<file path="src/rtl/riscv_multicycle_control_if.sv">
// Control bundle between the multicycle RISC-V controller and its datapath:
// instruction fields and status flags in, enables, mux selects and status out.
interface riscv_multicycle_control_if;
    logic [6:0]  opcode;
    logic [2:0]  funct3;
    logic        funct7b5;
    logic        Zero;
    logic        mem_ready;

    logic        PCWrite;
    logic        PCWriteCond;
    logic        PCSource;
    logic        IorD;
    logic        MemRead;
    logic        MemWrite;
    logic        IRWrite;
    logic        MemtoReg;
    logic        RegWrite;
    logic        ALUSrcA;
    logic [1:0]  ALUSrcB;
    logic [3:0]  ALUCtl;
    logic        illegal_instr;
    logic [3:0]  state;
    logic [31:0] instret;

    modport master (
        input  opcode, funct3, funct7b5, Zero, mem_ready,
        output PCWrite, PCWriteCond, PCSource, IorD, MemRead, MemWrite, IRWrite,
               MemtoReg, RegWrite, ALUSrcA, ALUSrcB, ALUCtl, illegal_instr, state, instret
    );

    modport slave (
        output opcode, funct3, funct7b5, Zero, mem_ready,
        input  PCWrite, PCWriteCond, PCSource, IorD, MemRead, MemWrite, IRWrite,
               MemtoReg, RegWrite, ALUSrcA, ALUSrcB, ALUCtl, illegal_instr, state, instret
    );
endinterface

</file>
<file path="src/rtl/riscv_multicycle_control.sv">
// Moore-style multicycle control FSM for a RISC-V subset (lw, sw, R/I ALU ops, beq)
// with an illegal-instruction pulse and a retired-instruction counter.
module riscv_multicycle_control (
    input logic                          clock,
    input logic                          reset,
    riscv_multicycle_control_if.master   ctl
);
    typedef enum logic [3:0] {
        StFetch  = 4'd0,
        StDecode = 4'd1,
        StMemAdr = 4'd2,
        StMemRd  = 4'd3,
        StMemWb  = 4'd4,
        StMemWr  = 4'd5,
        StExec   = 4'd6,
        StAluWb  = 4'd7,
        StBranch = 4'd8
    } state_e;

    localparam logic [6:0] OpLoad   = 7'b0000011;
    localparam logic [6:0] OpStore  = 7'b0100011;
    localparam logic [6:0] OpRtype  = 7'b0110011;
    localparam logic [6:0] OpItype  = 7'b0010011;
    localparam logic [6:0] OpBranch = 7'b1100011;

    localparam logic [3:0] AluAnd = 4'd0;
    localparam logic [3:0] AluOr  = 4'd1;
    localparam logic [3:0] AluAdd = 4'd2;
    localparam logic [3:0] AluSub = 4'd6;
    localparam logic [3:0] AluSlt = 4'd7;
    localparam logic [3:0] AluXor = 4'd12;

    state_e      state_q, state_d;
    logic [31:0] instret_q;
    logic        retire;
    logic        funct_legal;
    logic [3:0]  alu_op;

    // funct7b5 only selects SUB for R-type funct3=000; I-type 000 is always ADD.
    always_comb begin
        funct_legal = 1'b1;
        alu_op      = AluAdd;
        case (ctl.funct3)
            3'b000:  alu_op = (ctl.opcode == OpRtype && ctl.funct7b5) ? AluSub : AluAdd;
            3'b111:  alu_op = AluAnd;
            3'b110:  alu_op = AluOr;
            3'b100:  alu_op = AluXor;
            3'b010:  alu_op = AluSlt;
            default: funct_legal = 1'b0;
        endcase
    end

    always_comb begin
        state_d           = StFetch;
        retire            = 1'b0;
        ctl.PCWrite       = 1'b0;
        ctl.PCWriteCond   = 1'b0;
        ctl.PCSource      = 1'b0;
        ctl.IorD          = 1'b0;
        ctl.MemRead       = 1'b0;
        ctl.MemWrite      = 1'b0;
        ctl.IRWrite       = 1'b0;
        ctl.MemtoReg      = 1'b0;
        ctl.RegWrite      = 1'b0;
        ctl.ALUSrcA       = 1'b0;
        ctl.ALUSrcB       = 2'b00;
        ctl.ALUCtl        = 4'd0;
        ctl.illegal_instr = 1'b0;

        case (state_q)
            StFetch: begin
                ctl.MemRead = 1'b1;
                ctl.ALUSrcB = 2'b01;
                ctl.ALUCtl  = AluAdd;
                ctl.IRWrite = ctl.mem_ready;
                ctl.PCWrite = ctl.mem_ready;
                state_d     = ctl.mem_ready ? StDecode : StFetch;
            end
            StDecode: begin
                ctl.ALUSrcB = 2'b11;
                ctl.ALUCtl  = AluAdd;
                if (ctl.opcode == OpLoad || ctl.opcode == OpStore) begin
                    state_d = StMemAdr;
                end else if ((ctl.opcode == OpRtype || ctl.opcode == OpItype) && funct_legal) begin
                    state_d = StExec;
                end else if (ctl.opcode == OpBranch && ctl.funct3 == 3'b000) begin
                    state_d = StBranch;
                end else begin
                    ctl.illegal_instr = 1'b1;
                end
            end
            StMemAdr: begin
                ctl.ALUSrcA = 1'b1;
                ctl.ALUSrcB = 2'b10;
                ctl.ALUCtl  = AluAdd;
                state_d     = (ctl.opcode == OpLoad) ? StMemRd : StMemWr;
            end
            StMemRd: begin
                ctl.MemRead = 1'b1;
                ctl.IorD    = 1'b1;
                state_d     = ctl.mem_ready ? StMemWb : StMemRd;
            end
            StMemWb: begin
                ctl.RegWrite = 1'b1;
                ctl.MemtoReg = 1'b1;
                retire       = 1'b1;
            end
            StMemWr: begin
                ctl.MemWrite = 1'b1;
                ctl.IorD     = 1'b1;
                state_d      = ctl.mem_ready ? StFetch : StMemWr;
                retire       = ctl.mem_ready;
            end
            StExec: begin
                ctl.ALUSrcA = 1'b1;
                ctl.ALUSrcB = (ctl.opcode == OpItype) ? 2'b10 : 2'b00;
                ctl.ALUCtl  = alu_op;
                state_d     = StAluWb;
            end
            StAluWb: begin
                ctl.RegWrite = 1'b1;
                retire       = 1'b1;
            end
            StBranch: begin
                ctl.ALUSrcA     = 1'b1;
                ctl.ALUCtl      = AluSub;
                ctl.PCWriteCond = 1'b1;
                ctl.PCSource    = 1'b1;
                retire          = 1'b1;
            end
            default: state_d = StFetch;
        endcase

        // Architectural side effects are suppressed while reset is held.
        if (reset) begin
            ctl.PCWrite       = 1'b0;
            ctl.PCWriteCond   = 1'b0;
            ctl.IRWrite       = 1'b0;
            ctl.MemRead       = 1'b0;
            ctl.MemWrite      = 1'b0;
            ctl.RegWrite      = 1'b0;
            ctl.illegal_instr = 1'b0;
        end
    end

    always_ff @(posedge clock) begin
        if (reset) begin
            state_q   <= StFetch;
            instret_q <= 32'd0;
        end else begin
            state_q <= state_d;
            if (retire) begin
                instret_q <= instret_q + 32'd1;
            end
        end
    end

    assign ctl.state   = state_q;
    assign ctl.instret = instret_q;
endmodule

</file>
<file path="src/flat_wrapper.sv">
// flat-port wrapper written by rule: the top's interface ports become plain ports
module riscv_multicycle_control_flat 
  (clock, reset, ctl_opcode, ctl_funct3, ctl_funct7b5, ctl_Zero, ctl_mem_ready, ctl_PCWrite, ctl_PCWriteCond, ctl_PCSource, ctl_IorD, ctl_MemRead, ctl_MemWrite, ctl_IRWrite, ctl_MemtoReg, ctl_RegWrite, ctl_ALUSrcA, ctl_ALUSrcB, ctl_ALUCtl, ctl_illegal_instr, ctl_state, ctl_instret);
  riscv_multicycle_control_if ctl_i ();
  input logic clock;
  input logic reset;
  input wire logic [$bits(ctl_i.opcode)-1:0] ctl_opcode;
  input wire logic [$bits(ctl_i.funct3)-1:0] ctl_funct3;
  input wire logic [$bits(ctl_i.funct7b5)-1:0] ctl_funct7b5;
  input wire logic [$bits(ctl_i.Zero)-1:0] ctl_Zero;
  input wire logic [$bits(ctl_i.mem_ready)-1:0] ctl_mem_ready;
  output wire logic [$bits(ctl_i.PCWrite)-1:0] ctl_PCWrite;
  output wire logic [$bits(ctl_i.PCWriteCond)-1:0] ctl_PCWriteCond;
  output wire logic [$bits(ctl_i.PCSource)-1:0] ctl_PCSource;
  output wire logic [$bits(ctl_i.IorD)-1:0] ctl_IorD;
  output wire logic [$bits(ctl_i.MemRead)-1:0] ctl_MemRead;
  output wire logic [$bits(ctl_i.MemWrite)-1:0] ctl_MemWrite;
  output wire logic [$bits(ctl_i.IRWrite)-1:0] ctl_IRWrite;
  output wire logic [$bits(ctl_i.MemtoReg)-1:0] ctl_MemtoReg;
  output wire logic [$bits(ctl_i.RegWrite)-1:0] ctl_RegWrite;
  output wire logic [$bits(ctl_i.ALUSrcA)-1:0] ctl_ALUSrcA;
  output wire logic [$bits(ctl_i.ALUSrcB)-1:0] ctl_ALUSrcB;
  output wire logic [$bits(ctl_i.ALUCtl)-1:0] ctl_ALUCtl;
  output wire logic [$bits(ctl_i.illegal_instr)-1:0] ctl_illegal_instr;
  output wire logic [$bits(ctl_i.state)-1:0] ctl_state;
  output wire logic [$bits(ctl_i.instret)-1:0] ctl_instret;
  assign ctl_i.opcode = ctl_opcode;
  assign ctl_i.funct3 = ctl_funct3;
  assign ctl_i.funct7b5 = ctl_funct7b5;
  assign ctl_i.Zero = ctl_Zero;
  assign ctl_i.mem_ready = ctl_mem_ready;
  assign ctl_PCWrite = ctl_i.PCWrite;
  assign ctl_PCWriteCond = ctl_i.PCWriteCond;
  assign ctl_PCSource = ctl_i.PCSource;
  assign ctl_IorD = ctl_i.IorD;
  assign ctl_MemRead = ctl_i.MemRead;
  assign ctl_MemWrite = ctl_i.MemWrite;
  assign ctl_IRWrite = ctl_i.IRWrite;
  assign ctl_MemtoReg = ctl_i.MemtoReg;
  assign ctl_RegWrite = ctl_i.RegWrite;
  assign ctl_ALUSrcA = ctl_i.ALUSrcA;
  assign ctl_ALUSrcB = ctl_i.ALUSrcB;
  assign ctl_ALUCtl = ctl_i.ALUCtl;
  assign ctl_illegal_instr = ctl_i.illegal_instr;
  assign ctl_state = ctl_i.state;
  assign ctl_instret = ctl_i.instret;
  riscv_multicycle_control u_core (.clock(clock), .reset(reset), .ctl(ctl_i));
endmodule
</file>
<file path="config.mk">
export PLATFORM = sky130hd
export DESIGN_NAME = riscv_multicycle_control_flat
export DESIGN_NICKNAME = d
export VERILOG_FILES = /design/src/rtl/riscv_multicycle_control_if.sv /design/src/rtl/riscv_multicycle_control.sv /design/src/flat_wrapper.sv
export SDC_FILE = /design/constraint.sdc
export NUM_CORES = 1
export LEC_CHECK = 0
export ABC_AREA = 1
export BUFFER_PORTS_ARGS = -buffer_cell sky130_fd_sc_hd__buf_2
export CORE_ASPECT_RATIO = 1.1
export CORE_MARGIN = 8
export CORE_UTILIZATION = 50
export DETAILED_ROUTE_END_ITERATION = 8
export PLACE_DENSITY = 0.78
export SKIP_LAST_GASP = 1
export SYNTH_ARGS = -nofsm -noshare
export SYNTH_HDL_FRONTEND = slang
export SYNTH_SLANG_ARGS = --single-unit
</file>
<file path="constraint.sdc">
create_clock -name clock -period 1.6 [get_ports clock]
set_input_delay 0.16 -clock clock [delete_from_list [all_inputs] [get_ports clock]]
set_output_delay 0.16 -clock clock [all_outputs]
set_load 0.05 [all_outputs]
</file>
# After elaboration in Yosys (flattened, before gate mapping)
# Index checks and enable logic that the tools add are counted.
# W data, S select, Z words.
# word_totals
register_bits,36
word_cells,67
# op_classes
n_reduce_logical,14
muxes,33
n_eq_ne,17
n_addsub,1
# op_table
cell,count
$add A32 B1 Y32 const B,1
$pmux W4 S6,1
$mux W1,20
$pmux W4 S5,1
$eq A4 B3 Y1 const B,4
$eq A7 B6 Y1 const B,2
$mux W3,4
$mux W4,3
$pmux W4 S3,1
$eq A3 B3 Y1 const B,3
$reduce_or A3 Y1,3
$eq A4 B2 Y1 const B,2
$pmux W2 S4,1
$eq A7 B2 Y1 const B,1
$eq A7 B5 Y1 const B,1
$eq A7 B7 Y1 const B,1
$reduce_or A2 Y1,3
$reduce_or A5 Y1,1
$eq A4 B1 Y1 const B,1
$eq A4 B4 Y1 const B,1
$logic_not A4 Y1,1
$eq A3 B2 Y1 const B,1
$logic_and A1 B1 Y1,3
$logic_not A3 Y1,1
other kinds (3),4

# Logic depth before layout (Yosys ltp)
# depth
word_depth,8
ltp_mapped,11

# Worst setup path after synthesis
# No wires, ideal clock.
# synth_path
kind,register to output
from,register u_core.state_q[2] (netlist: u_core.ctl.state[2])
to,output ctl_ALUSrcB[1]
arrival_ns,2.402
t_required_ns,1.440
slack_ns,-0.962
path_buffers,0
stages_incl_launch_ff,5
path_cell_list,dfxtp_1 > inv_1 > nor2_1 > nand2_1 > o32ai_1
# synth_between
elab_chain_len,2
# synth_rtl
item,line,rtl
"start, declared",riscv_multicycle_control.sv:33,"state_e state_q, state_d;"
"start signal, assigned",riscv_multicycle_control.sv:148,state_q <= StFetch;
"start signal, assigned",riscv_multicycle_control.sv:151,state_q <= state_d;
$eq A4 B3 Y1 (tied with other cells),riscv_multicycle_control.sv:70,case (state_q)
$pmux W2 S4 (*),riscv_multicycle_control.sv:70,
"end, declared",flat_wrapper.sv:22,output wire logic [$bits(ctl_i.ALUSrcB)-1:0] ctl_ALUSrcB;
# Every way passes the cells marked *; elsewhere a longest branch is shown, timed or not.

# Worst setup path in the final report
# Same ends and word-level chain as after synthesis.

==> impl_results.md <==
* Synth warnings at 0
* Initial antenna violation count at 0
* Max-slew violations at 0
* FF-to-FF setup slack at 0.13 ns
* Seq/Total Area, Yosys at 31.84%
* Cells after synthesis at 381
* CTS tree: yes
* Synthesized flop and latch total at 36
* Clock Latency Late Sink at 0.29 ns
* Crit path arrival time at 1.42 ns
* Vias in the first global route at 2,434
* Root Driver: clkbuf_8
* # nets final at 483
* Chip Width at 80.15 um
* LEAKAGE at 0.001492 uW
* Fmax at 0.6317 GHz
* RSZ-0062 raised after global routing: true
* Req. time, crit path at 1.44 ns
* Final setup viols at 0
* Routed Antenna Nets at 0
* Reg2reg path depth at 10
* Antenna diodes at 0
* P&R area growth vs syn at 37.87%
* Routed WL per cell at 12.27 um
* Final Non-Filler Cells at 522
* Crit path capture: ctl_ALUSrcB[1]
* Minimum clock period at 1.583 ns
* Routability congestion estimate at 0.8475
* Pwr dens at 593.1 mW/mm^2
* Slew @ Worst Pin at 0.3044 ns
* Post-cts hold buffer count at 0
* Longest Clk Path Bufs at 2
* Worst hold slack at 0.1119 ns
* CTS H-tree lvls at 2
* Die ar. at 0.006938 mm^2
* Ports at 68
* Clk_skew at 0.009776 ns
* Worst Setup Start Kind: flip-flop
* Via density per instance at 5.071
* Kind of critical path: flip-flop to primary output
* Slew HR at 79.63%
* Cell variety after synth at 26
* Dpl cells at 510
* Grt total ovfl at 0
* 1st-iter DRT viols at 101
* Critical path fanouts, max at 4
* DRC at 0
* Worst Hold Class: primary input to flip-flop
* FP Rows at 25
* Clock sinks at 36
* Syn Nets at 397
* R2r endpoint: u_core.ctl.instret[29]
* Origin of the worst setup path: u_core.ctl.state[2]
* Crit. End Element: primary output
* Max Cap Viol at 0
* Final wirelength at 6.405 mm
* Worst IR Drop VDD at 0.5345 mV
* Outcome: finished clean
* Share of post-route cells with drive strength above 1 at 33.12%
* First-pass GRT wire length at 10.01 mm
* Starting Density at 52.43%
* Mean post-synth cell area at 5.941 um^2
* DRT Pass-1 Iters at 4
* Final core occ at 72.29%
* DIE HEIGHT at 86.57 um
* Synth Cell Area at 0.002263 mm^2
* Clock transition at path regs at 0.08 ns
* DP HPWL at 4.824 mm
* Final Hold Viols at 0
* Core area at 0.004317 mm^2
* CTS Buf Count at 5
* Port buffer count at 66
* Period utilization at 98.95%
* Global Route Usage Sum at 17.44%
* HP Start: reset
* FF-to-FF Start: u_core.ctl.state[2]
* Largest net degree at the start of global routing at 21
* Vias at 2,647
-- cells in the final DEF, fill, tap and decap left out --
cell type,instances
o21ai_0,16
clkinv_2,1
or2_2,1
nand3_1,31
o21bai_1,5
nor3_2,1
clkinvlp_4,1
inv_2,3
clkbuf_8,5
a21oi_1,23
dfxtp_2,12
o22ai_1,1
buf_12,2
o21ai_1,4
xor2_1,2
o32ai_4,1
buf_4,24
nor2_1,58
dfxtp_1,18
nor2_2,10
bufinv_16,1
nand3_2,4
nand2_2,7
nand2_4,2
nand3_4,1
and3_2,1
buf_2,54
dfxtp_4,6
nor3_1,6
buf_6,7
inv_1,55
nor2_4,7
clkbuf_2,1
nand4_1,6
ha_2,1
inv_4,2
nand2_1,88
-- layer usage --
metal | share of wire, % | routed length [um] | global-route usage [%] | vias up
met3 | 6.8 | 437 | 5.590 | 15
met1 | 41 | 2625 | 18.59 | 1181
met4 | 1.8 | 116 | 6.291 | 0
met5 | 0 | 0 | 0 | -
met2 | 50 | 3227 | 30.98 | 81
li1 | - | - | - | 1370
-- power by group --
part	leakage [uW]	switching, uW	internal [uW]
Combinational	0.00114	104	56.0
Sequential	0.000301	3.21	888
Clock	0.0000541	339	461
-- worst min-delay path by stage --
stage	depth (start not counted)	end
CTS	2	u_core.ctl.instret[1]
global placement	2	u_core.ctl.instret[1]
finish	2	u_core.ctl.instret[1]
global route	2	u_core.ctl.instret[1]
detailed placement	2	u_core.ctl.instret[1]
floorplan	1	u_core.ctl.instret[7]
-- cell families after synthesis --
kind of cell | count (synthesis) | share of synthesized area (%)
AND/OR/NAND/NOR | 223 | 42.18
buffers and inverters | 69 | 12.82
AO/OA/AOI/OAI | 50 | 11.83
flip-flops | 36 | 31.84
XOR/XNOR | 2 | 0.7740
adder cells (fa/ha/maj) | 1 | 0.5527
-- worst max-delay path: stages (launching register included) --
cell	delay, ns
dfxtp_4	0.38
inv_4	0.04
nor2_4	0.16
nand2_4	0.09
o32ai_4	0.27
buf_6	0.19
-- cell type report --
type	count	area, um^2
Clock buffer	5	68.82
Clock inverter	3	42.54
Fill cell	361	1196
Inverter	60	230.2
Multi-Input combinational cell	276	1379
Sequential cell	36	758.2
Tap cell	54	67.56
Timing Repair Buffer	88	574.3
-- timing repair --
item	4_1_cts	5_1_grt
setup endpoints to repair	11	27
pin swaps	0	6
resized for setup	15	38
buffers inserted	0	4
-- registers in the layout (all words and copies together), names as in the netlist --
| register | cells |
|---|---|
| u_core.ctl.instret | 32 |
| u_core.ctl.state | 4 |
-- through the flow --
step,setup TNS [ns],power [uW],setup slack [ns],instance area [um^2]
2_1_floorplan,-0.04574,1011,-0.04574,2350
3_3_place_gp,0,1058,0.08387,2843
3_5_place_dp,0,1060,0.03016,2843
4_1_cts,-0.09588,1873,-0.04499,2990
5_1_grt,-0.3045,1917,-0.05906,3120
6_report,0,1851,0.01686,3120
-- Yosys cell counts, drive strengths merged --
cell type | n | share of area, %
nand2 | 97 | 16
nor2 | 75 | 13
inv | 60 | 9.9
dfxtp | 36 | 32
nand3 | 36 | 9.0
a21oi | 23 | 5.1
o21ai | 20 | 4.4
buf | 7 | 2.5
nor3 | 7 | 1.5
nand4 | 6 | 1.7
o21bai | 5 | 1.7
clkbuf | 2 | 0.33
xor2 | 2 | 0.77
and3 | 1 | 0.33
ha | 1 | 0.55
o22ai | 1 | 0.28
o32ai | 1 | 0.39
or2 | 1 | 0.28
No activity file was read; power rests on OpenSTA's default activity.
